File: src/rtl/imem_loader_if.sv
// imem_loader_if: byte-stream input and single-cycle memory write port of the
// instruction/data memory loader.
//   master : the loader (consumes bytes, drives the memory write port)
//   slave  : the environment (byte source and memory)
interface imem_loader_if #(
  parameter int DATA_WIDTH    = 32,
  parameter int ADDRESS_WIDTH = 14
);
  logic                     in_valid;
  logic [7:0]               in_data;
  logic                     in_ready;
  logic                     mem_we;
  logic [ADDRESS_WIDTH-1:0] mem_addr;
  logic [DATA_WIDTH-1:0]    mem_wdata;

  modport master (
    input  in_valid, in_data,
    output in_ready, mem_we, mem_addr, mem_wdata
  );

  modport slave (
    output in_valid, in_data,
    input  in_ready, mem_we, mem_addr, mem_wdata
  );
endinterface

File: src/rtl/imem_loader.sv
// imem_loader: fills the instruction/data memory from a framed little-endian
// byte stream (4-byte word count N, then N little-endian words) and holds the
// CPU in reset via busy_o until the image is complete.
// Optional feature: define LOADER_CHECKSUM_EN to require a trailing checksum
// byte C such that (sum of payload bytes + C) mod 256 == 0.
module imem_loader #(
  parameter int DATA_WIDTH    = 32,
  parameter int ADDRESS_WIDTH = 14,
  parameter int DEPTH         = 16383
) (
  input  logic                clk,
  input  logic                rst_n,
  input  logic                start_i,
  imem_loader_if.master       bus,
  output logic                busy_o,
  output logic                done_o,
  output logic                err_o
);

  typedef enum logic [2:0] {
    S_IDLE, S_HDR, S_DATA, S_SUM, S_DONE, S_ERR
  } state_t;

  state_t                   state_q;
  logic [1:0]               byte_cnt_q;
  logic [23:0]              shift_q;
  logic [31:0]              n_q;
  logic [ADDRESS_WIDTH-1:0] word_cnt_q;
  logic                     in_ready_q;
  logic                     mem_we_q;
  logic [ADDRESS_WIDTH-1:0] mem_addr_q;
  logic [DATA_WIDTH-1:0]    mem_wdata_q;
  logic                     busy_q;
  logic                     done_q;
  logic                     err_q;
`ifdef LOADER_CHECKSUM_EN
  logic [7:0]               sum_q;
  logic [7:0]               sum_d;
`endif

  logic                     xfer;
  logic [31:0]              word_d;
  logic                     last_word;

  // The incoming byte completes the word whose first three bytes sit in shift_q.
  assign xfer      = bus.in_valid && in_ready_q;
  assign word_d    = {bus.in_data, shift_q};
  assign last_word = (32'(word_cnt_q) == (n_q - 32'd1));
`ifdef LOADER_CHECKSUM_EN
  assign sum_d     = sum_q + bus.in_data;
`endif

  assign bus.in_ready  = in_ready_q;
  assign bus.mem_we    = mem_we_q;
  assign bus.mem_addr  = mem_addr_q;
  assign bus.mem_wdata = mem_wdata_q;
  assign busy_o        = busy_q;
  assign done_o        = done_q;
  assign err_o         = err_q;

  // Load FSM with all outputs registered; mem_we is a one-cycle pulse.
  always_ff @(posedge clk or negedge rst_n) begin
    if (!rst_n) begin
      state_q     <= S_IDLE;
      byte_cnt_q  <= '0;
      shift_q     <= '0;
      n_q         <= '0;
      word_cnt_q  <= '0;
      in_ready_q  <= 1'b0;
      mem_we_q    <= 1'b0;
      mem_addr_q  <= '0;
      mem_wdata_q <= '0;
      busy_q      <= 1'b0;
      done_q      <= 1'b0;
      err_q       <= 1'b0;
`ifdef LOADER_CHECKSUM_EN
      sum_q       <= '0;
`endif
    end else begin
      mem_we_q <= 1'b0;
      case (state_q)
        S_IDLE, S_DONE, S_ERR: begin
          if (start_i) begin
            state_q    <= S_HDR;
            byte_cnt_q <= '0;
            word_cnt_q <= '0;
            in_ready_q <= 1'b1;
            busy_q     <= 1'b1;
            done_q     <= 1'b0;
            err_q      <= 1'b0;
`ifdef LOADER_CHECKSUM_EN
            sum_q      <= '0;
`endif
          end
        end
        S_HDR: begin
          if (xfer) begin
            shift_q    <= {bus.in_data, shift_q[23:8]};
            byte_cnt_q <= byte_cnt_q + 2'd1;
            if (byte_cnt_q == 2'd3) begin
              n_q <= word_d;
              if (word_d > 32'(DEPTH)) begin
                state_q    <= S_ERR;
                in_ready_q <= 1'b0;
                busy_q     <= 1'b0;
                err_q      <= 1'b1;
              end else if (word_d == 32'd0) begin
`ifdef LOADER_CHECKSUM_EN
                state_q    <= S_SUM;
`else
                state_q    <= S_DONE;
                in_ready_q <= 1'b0;
                busy_q     <= 1'b0;
                done_q     <= 1'b1;
`endif
              end else begin
                state_q <= S_DATA;
              end
            end
          end
        end
        S_DATA: begin
          if (xfer) begin
            shift_q    <= {bus.in_data, shift_q[23:8]};
            byte_cnt_q <= byte_cnt_q + 2'd1;
`ifdef LOADER_CHECKSUM_EN
            sum_q      <= sum_d;
`endif
            if (byte_cnt_q == 2'd3) begin
              mem_we_q    <= 1'b1;
              mem_addr_q  <= word_cnt_q;
              mem_wdata_q <= word_d;
              word_cnt_q  <= word_cnt_q + 1'b1;
              if (last_word) begin
`ifdef LOADER_CHECKSUM_EN
                state_q    <= S_SUM;
`else
                state_q    <= S_DONE;
                in_ready_q <= 1'b0;
                busy_q     <= 1'b0;
                done_q     <= 1'b1;
`endif
              end
            end
          end
        end
`ifdef LOADER_CHECKSUM_EN
        S_SUM: begin
          if (xfer) begin
            in_ready_q <= 1'b0;
            busy_q     <= 1'b0;
            if (sum_d == 8'd0) begin
              state_q <= S_DONE;
              done_q  <= 1'b1;
            end else begin
              state_q <= S_ERR;
              err_q   <= 1'b1;
            end
          end
        end
`endif
        default: begin
          state_q    <= S_IDLE;
          in_ready_q <= 1'b0;
          busy_q     <= 1'b0;
        end
      endcase
    end
  end

endmodule

File: src/flat_wrapper.sv
// flat-port wrapper written by rule: the top's interface ports become plain ports
module imem_loader_flat 
#(
  parameter int DATA_WIDTH    = 32,
  parameter int ADDRESS_WIDTH = 14,
  parameter int DEPTH         = 16383
)
  (clk, rst_n, start_i, busy_o, done_o, err_o, bus_in_valid, bus_in_data, bus_in_ready, bus_mem_we, bus_mem_addr, bus_mem_wdata);
  imem_loader_if #(.DATA_WIDTH(DATA_WIDTH), .ADDRESS_WIDTH(ADDRESS_WIDTH)) bus_i ();
  input  logic clk;
  input  logic rst_n;
  input  logic start_i;
  output logic busy_o;
  output logic done_o;
  output logic err_o;
  input wire logic [$bits(bus_i.in_valid)-1:0] bus_in_valid;
  input wire logic [$bits(bus_i.in_data)-1:0] bus_in_data;
  output wire logic [$bits(bus_i.in_ready)-1:0] bus_in_ready;
  output wire logic [$bits(bus_i.mem_we)-1:0] bus_mem_we;
  output wire logic [$bits(bus_i.mem_addr)-1:0] bus_mem_addr;
  output wire logic [$bits(bus_i.mem_wdata)-1:0] bus_mem_wdata;
  assign bus_i.in_valid = bus_in_valid;
  assign bus_i.in_data = bus_in_data;
  assign bus_in_ready = bus_i.in_ready;
  assign bus_mem_we = bus_i.mem_we;
  assign bus_mem_addr = bus_i.mem_addr;
  assign bus_mem_wdata = bus_i.mem_wdata;
  imem_loader #(.DATA_WIDTH(DATA_WIDTH), .ADDRESS_WIDTH(ADDRESS_WIDTH), .DEPTH(DEPTH)) u_core (.clk(clk), .rst_n(rst_n), .start_i(start_i), .bus(bus_i), .busy_o(busy_o), .done_o(done_o), .err_o(err_o));
endmodule
File: config.mk
export PLATFORM = sky130hd
export DESIGN_NAME = imem_loader_flat
export DESIGN_NICKNAME = d
export VERILOG_FILES = /design/src/rtl/imem_loader_if.sv /design/src/rtl/imem_loader.sv /design/src/flat_wrapper.sv
export SDC_FILE = /design/constraint.sdc
export NUM_CORES = 1
export LEC_CHECK = 0
export BUFFER_PORTS_ARGS = -buffer_cell sky130_fd_sc_hd__buf_2
export CAP_MARGIN = 30
export CORE_MARGIN = 5
export CORE_UTILIZATION = 35
export CTS_CLUSTER_DIAMETER = 60
export DETAILED_ROUTE_END_ITERATION = 7
export GPL_TIMING_DRIVEN = 0
export SLEW_MARGIN = 15
export SYNTH_ARGS = -nofsm -noshare
export SYNTH_HDL_FRONTEND = slang
export SYNTH_SLANG_ARGS = --single-unit
File: constraint.sdc
create_clock -name clk -period 4.8 [get_ports clk]
set_input_delay 0.96 -clock clk [delete_from_list [all_inputs] [get_ports clk]]
set_output_delay 0.96 -clock clk [all_outputs]
set_load 0.03 [all_outputs]
==> impl_results.md, run 1 <==
- Critical Path AT: 3770 ps
- Sequential Area: 0.00313 mm^2
- CP endpoint kind: register
- Routed WL: 13.7 mm
- Global-route wire length before repair: 22.9 mm
- Register bit total from synthesis: 125
- Layout cells sized above 1: 39.2%
- Gr usage total: 14.6%
- Worst skew pair latency: 420 ps
- Initial DRC Count: 333
- Crit start category: register
- Fin crit period: approximately 3400 ps
- Fmax: 0.290 GHz
- RSZ-0062 raised after global routing: no
- Initial cell density of the core: 35.6%
- Vias in the first global route: approximately 4300
- Cell Chain, Critical Path: clkbuf_2 > or4_4 > or4_1 > buf_2 > nor4b_4 > nand4_1 > a211o_1 > or4_4 > o31ai_2
- Slew margin rel.: 48.5%
- Multi-input gate area: approximately 0.0026 mm^2
- Filler Cells Inserted: around 1600
- Worst vdd ir: roughly 0.33 mV
- Mapped Avg Cell Area: 12.3 um^2
- Most common cell type on the critical path: or4_4
- Main synth FF type: dfrtp_1
- Placed Cells incl. Taps: 762
- I/O pins: between 60 and 70
- Syn-to-layout area delta: 21.2%
- Max-cap violations: 0
- Ys async rst share: 100%
- CP max stage cell: or4_4
- Post-synth EDFFs: 0
- Final setup viols: 0
- Non-Filler Instances: 796
- Detailed placement HPWL: 10.1 mm
- Post_cts resized: 0
- Final worst-path cycle share: 71.8%
- H-tree Lvls: 4
- Longest Clk Path Bufs: 2
- CTS tree: done
- Routed len/inst: about 17 um
- Initial antenna violation count: 0
- Core area: 0.0166 mm^2
- Pwr/cell area: between 500 and 600 mW/mm^2
- Vias post-DR: 4123
- Die footprint: 0.0196 mm^2
- Share of the synthesized area in the top cell type: 53.0%
- Reg power frac: 37.1%
- Outcome: finished clean
- Data required, critical path: between 5000 and 6000 ps
- Worst-path clk slew: 60 ps
- Final hold violations: 0
- Int Pwr: 2.75 mW
- Final core occ: 43.1%
- Root Buffer: clkbuf_16
- Grt total ovfl: 0
- Critical path fanouts, max: 8
- RD Place Congestion: 0.905
- First-pass DRT Iterations: 4
- Most frequent cells in the layout: 125 x dfrtp_1, 105 x mux2_2, 64 x buf_2
- Cts hold-fix bufs: 0
- Buffers on Ports: 62
- Die Span X: 140 um
- Routed vias/inst: 5.18
- Final Slew Violations: 0
- Setup_tns: 0 ps
- Final clock skew: 11.0 ps
- Remaining DRCs: 0
- N_diodes: 0
- Fin area: a little over 0.007 mm^2
- Pin count of the biggest net entering global routing: 80
- Inserted Clock Buffers: 17
- Synth warnings: 0
- Die Span Y: 140 um
- Postcts setup bufs: 0
- Remaining antenna violation count: 0
- Clk sink count: approximately 130
- Critical path class: reg -> reg
- NetSw: 1.46 mW
- Num rows: 47
- Top post-synthesis cells by area: dfrtp_1 53%, mux2_2 20%, xor2_1 2.5%
- Mapped cell area: 0.00590 mm^2
- Synth unique cells: between 60 and 70
- Sequential share of the synthesized area: 53.0%
- Pwr Total: about 4.2 mW
- Leak: 3.48 nW
- Clock share of power: about a third
- Min-delay worst type: in -> async
- Post-Place Cell Area: 0.00652 mm^2
- Post-Syn Nets: 494
- Post-synth top area cell: dfrtp_1
- Combinational power share: 31.1%
- Commonest non-fill, non-tap cell in the layout: dfrtp_1
- Tightest Pin Transition: 766 ps
- CP peak stage delay: 570 ps
- Switching share of total power: 34.7%
- Syn Inst Count: 479
- Nets: approximately 580
==> worst paths after layout <==
kind,startpoint,to,slack (ps),cells past startpoint
max in group asynchronous,rst_n,u_core.word_cnt_q[7]$_DFFE_PN0P_,3580,2
hold / removal,rst_n,u_core.bus.mem_wdata[14]$_DFFE_PN0P_,470,1
min in group clk,u_core.bus.mem_addr[12]$_DFFE_PN0P_,u_core.bus.mem_addr[12]$_DFFE_PN0P_,500,1
hold reg to reg,u_core.bus.mem_addr[12]$_DFFE_PN0P_,u_core.bus.mem_addr[12]$_DFFE_PN0P_,500,1
setup reg to reg,u_core.n_q[5]$_DFFE_PN0P_,u_core.state_q[2]$_DFFE_PN0P_,1350,9
setup / recovery,u_core.n_q[5]$_DFFE_PN0P_,u_core.state_q[2]$_DFFE_PN0P_,1350,9
==> critical path: cells and delay by family (launching register included) <==
family / cells / cell delay (ps)
buffers and inverters: 2 / 350
flip-flops: 1 / 350
AO/OA/AOI/OAI: 2 / 600
AND/OR/NAND/NOR: 5 / 2040
==> registers in the layout, indices dropped and copies added (netlist names) <==
register              cells
u_core.byte_cnt_q         2
u_core.bus.mem_wdata     32
u_core.done_o             1
u_core.err_o              1
u_core.bus.mem_we         1
u_core.bus.mem_addr      14
u_core.state_q            3
u_core.n_q               32
u_core.bus.in_ready       1
u_core.word_cnt_q        14
u_core.shift_q           24
==> final cells by class <==
cell class                 count  area share [%]
clock buffer                  21            6.58
buffer                        24            1.78
multi-input combinational    326            36.8
timing repair buffer          65            4.95
clock inverter                11            2.13
inverter                       4           0.210
sequential                   125            43.7
tap                          220            3.85
==> cells by family (layout without fill, tap and decap cells) <==
kind of cell,after synthesis,count (layout),share of synthesized area (%)
mux,107,107,20.4
simple gates,139,139,13.7
buf+inv,28,125,2.42
fa+ha+maj,3,3,0.636
flops,125,125,53.0
compound gates,49,49,5.73
xor+xnor,28,28,4.16
==> through the flow <==
| step | hold slack [ps] | setup slack [ps] |
|---|---|---|
| 6_report | 465 | 1350 |
| 5_1_grt | 489 | 1230 |
| 4_1_cts | 470 | 1360 |
| 3_5_place_dp | 491 | 1380 |
| 3_3_place_gp | 481 | 1230 |
| 2_1_floorplan | 454 | 1620 |
==> Yosys cell counts, drive strengths merged (2+ instances only) <==
| cell type | number |
|---|---|
| or3b | 3 |
| o2111ai | 2 |
| nand3 | 6 |
| mux2 | 105 |
| nor4b | 4 |
| buf | 9 |
| dfrtp | 125 |
| nor3b | 5 |
| clkbuf | 15 |
| nand2b | 2 |
| o31ai | 2 |
| mux2i | 2 |
| a211o | 5 |
| nor2b | 2 |
| nand3b | 3 |
| xor2 | 17 |
| nand2 | 23 |
| nor2 | 29 |
| a21o | 3 |
| or4 | 6 |
| inv | 4 |
| nor4 | 19 |
| a21oi | 12 |
| o21ai | 12 |
| ha | 3 |
| nand4 | 9 |
| xnor2 | 11 |
| or3 | 4 |
| and3 | 4 |
| nor3 | 14 |
| or2 | 3 |
==> metal layers <==
| layer | wire length [um] | global-route usage, % | vias up |
|---|---|---|---|
| met5 | 0 | 0 | - |
| met4 | 136 | 4.69 | 0 |
| met3 | 585 | 4.32 | 13 |
| met2 | 6560 | 22.7 | 84 |
| met1 | 6460 | 19.5 | 2088 |
| li1 | - | - | 1938 |
==> power groups by stage <==
stage | logic, mW | registers, mW | clock network, mW
finish | 1.31 | 1.56 | 1.34
global route | 1.42 | 1.60 | 1.42
CTS | 1.32 | 1.57 | 1.37
detailed placement | 1.30 | 1.58 | 0
global placement | 1.26 | 1.58 | 0
floorplan | 0.826 | 1.66 | 0
No activity file was read; power rests on OpenSTA's default activity.
==> run 2, diff against run 1 <==
==> constraint.sdc (replaced) <==
create_clock -name clk -period 3.57 [get_ports clk]
set_input_delay 0.714 -clock clk [delete_from_list [all_inputs] [get_ports clk]]
set_output_delay 0.714 -clock clk [all_outputs]
set_load 0.03 [all_outputs]
==> run 2 against run 1 <==
Effect of this change:
- routed wire length shrank 0.13%
- sequential power is 35% higher
- core utilization unchanged
- first-iteration DRC count shrank 1.8%
- fmax rose by 0.30%
- worst setup slack got worse by 1200 ps
- global-route usage unchanged
==> impl_results.md, run 2 (synthesis results as in run 1) <==
- Outcome: finished clean
- Critical path fanouts, max: 8 (unchanged)
- Syn-to-layout area delta: 21.2% (unchanged)
- First-pass DRT Iterations: 4 (unchanged)
- Post_cts resized: 0 (unchanged)
- Max-cap violations: 0 (unchanged)
- Cts hold-fix bufs: 0 (unchanged)
- Data required, critical path: 3890 ps (-1230 ps)
- Worst skew pair latency: 420 ps (about the same)
- Root Buffer: clkbuf_16
- Final setup viols: 0 (unchanged)
- Grt total ovfl: 0 (unchanged)
- Inserted Clock Buffers: 17 (unchanged)
- Worst Setup EP: u_core.state_q[2]$_DFFE_PN0P_
- Routed len/inst: 17.2 um (-0.13%)
- Pin count of the biggest net entering global routing: 80 (unchanged)
- RSZ-0062 raised after global routing: no
- Final clock skew: 11.0 ps (+0.0130 ps)
- Die footprint: 0.0196 mm^2 (unchanged)
- Vias post-DR: 4146 (+0.56%)
- CP endpoint kind: register
- Tightest Pin Transition: 761 ps (-5.23 ps)
- RD Place Congestion: 0.905 (unchanged)
- Die Span X: 140 um (unchanged)
- Clk sink count: 125 (unchanged)
- Critical Path AT: 3760 ps (about the same)
- Cell Chain, Critical Path: clkbuf_2 > or4_4 > or4_1 > buf_2 > nor4_1 > xor2_1 > a211o_1 > or4_4 > o31ai_2
- Nets: 578 (unchanged)
- Remaining DRCs: 0 (unchanged)
- Hold WS: 219 ps (-246 ps)
- Layout cells sized above 1: 39.2% (unchanged)
- Initial cell density of the core: 35.6% (unchanged)
- Final worst-path cycle share: 96.2% (+24 points)
- Postcts setup bufs: 0 (unchanged)
- Most frequent cells in the layout: 125 x dfrtp_1, 105 x mux2_2, 64 x buf_2
- Pwr/cell area: 792 mW/mm^2 (+34%)
- Worst-path clk slew: 60 ps (about the same)
- Detailed placement HPWL: 10.1 mm (unchanged)
- I/O pins: 63 (unchanged)
- N_diodes: 0 (unchanged)
- Worst r2r path cells: 9 (unchanged)
- CP startpoint: u_core.n_q[5]$_DFFE_PN0P_
- Core area: 0.0166 mm^2 (unchanged)
- Slew margin rel.: 48.8% (+0.35 points)
- Final hold violations: 0 (unchanged)
- Die Span Y: 140 um (unchanged)
- Register-to-register setup slack: 130 ps (-1220 ps)
- Post-Place Worst Slack: 155 ps (-1230 ps)
- Initial DRC Count: 327 (-1.8%)
- Final Slew Violations: 0 (unchanged)
- Critical path depth in cells: 9 (unchanged)
- CTS tree: done
- Remaining antenna violation count: 0 (unchanged)
- Vias in the first global route: 4331 (unchanged)
- Fmax: 0.291 GHz (+0.30%)
- Buffers on Ports: 62 (unchanged)
- Fin crit period: 3440 ps (-10.3 ps)
- CP delay by family, top: simple AND/OR/NAND/NOR gates
- Setup_tns: 0 ps (unchanged)
- Worst vdd ir: 0.442 mV (+34%)
- CP peak stage delay: 570 ps (about the same)
- Commonest non-fill, non-tap cell in the layout: dfrtp_1
- H-tree Lvls: 4 (unchanged)
- CP bufs+invs: 2 (unchanged)
- Final worst slack: 134 ps (-1220 ps)
- Initial antenna violation count: 0 (unchanged)
- Min-delay worst type: in -> async
- Routed vias/inst: 5.21 (+0.56%)
- Routed WL: 13.7 mm (-0.13%)
- Most common cell type on the critical path: or4_4
- CP max stage cell: or4_4
- Num rows: 47 (unchanged)
- Crit start category: register
- Longest Clk Path Bufs: 2 (unchanged)
- FF-to-FF Start: u_core.n_q[5]$_DFFE_PN0P_
- Critical path class: reg -> reg
- Leak: 3.48 nW (unchanged)
- RR Endpoint: u_core.state_q[2]$_DFFE_PN0P_
- Global-route wire length before repair: 22.9 mm (unchanged)
- Gr usage total: 14.6% (unchanged)
run 2: worst min-delay path by stage:
stage                                                 to  slack [ps]  cells past startpoint
floorplan                u_core.bus.in_ready$_DFFE_PN0P_         420                      0
global placement        u_core.byte_cnt_q[1]$_DFFE_PN0P_         480                      2
detailed placement   u_core.bus.mem_wdata[9]$_DFFE_PN0P_         490                      1
CTS                 u_core.bus.mem_wdata[14]$_DFFE_PN0P_         220                      1
global route        u_core.bus.mem_wdata[14]$_DFFE_PN0P_         240                      1
finish              u_core.bus.mem_wdata[14]$_DFFE_PN0P_         220                      1
run 2: cell type report:
cell class	instances	area [um^2]
inverter	4	15.0
multi-input combinational	326	2630
clock buffer	21	470
timing repair buffer	65	354
fill	1563	9430
clock inverter	11	153
tap	220	275
sequential	125	3130
buffer	24	128
run 2: report_power, final:
part / switching [mW] / internal (mW)
registers: 0.352 / 1.75
clock network: 0.643 / 1.16
logic: 0.967 / 0.792
total: 1.96 / 3.70
run 2: per-stage QoR:
step,instances,util [%],power (mW),area [um^2]
after CTS,794,43.1,5.72,7140
after detailed placement,762,39.3,3.88,6520
final,796,43.1,5.66,7150
after global placement,761,39.1,3.82,6480
after floorplan,479,-,3.34,5900
after global routing,796,43.1,5.98,7150
run 2: layer usage:
layer	GRT usage [%]	wire, um
met1	19.5	6400
met2	22.7	6570
met3	4.32	621
met4	4.69	132
met5	0	0
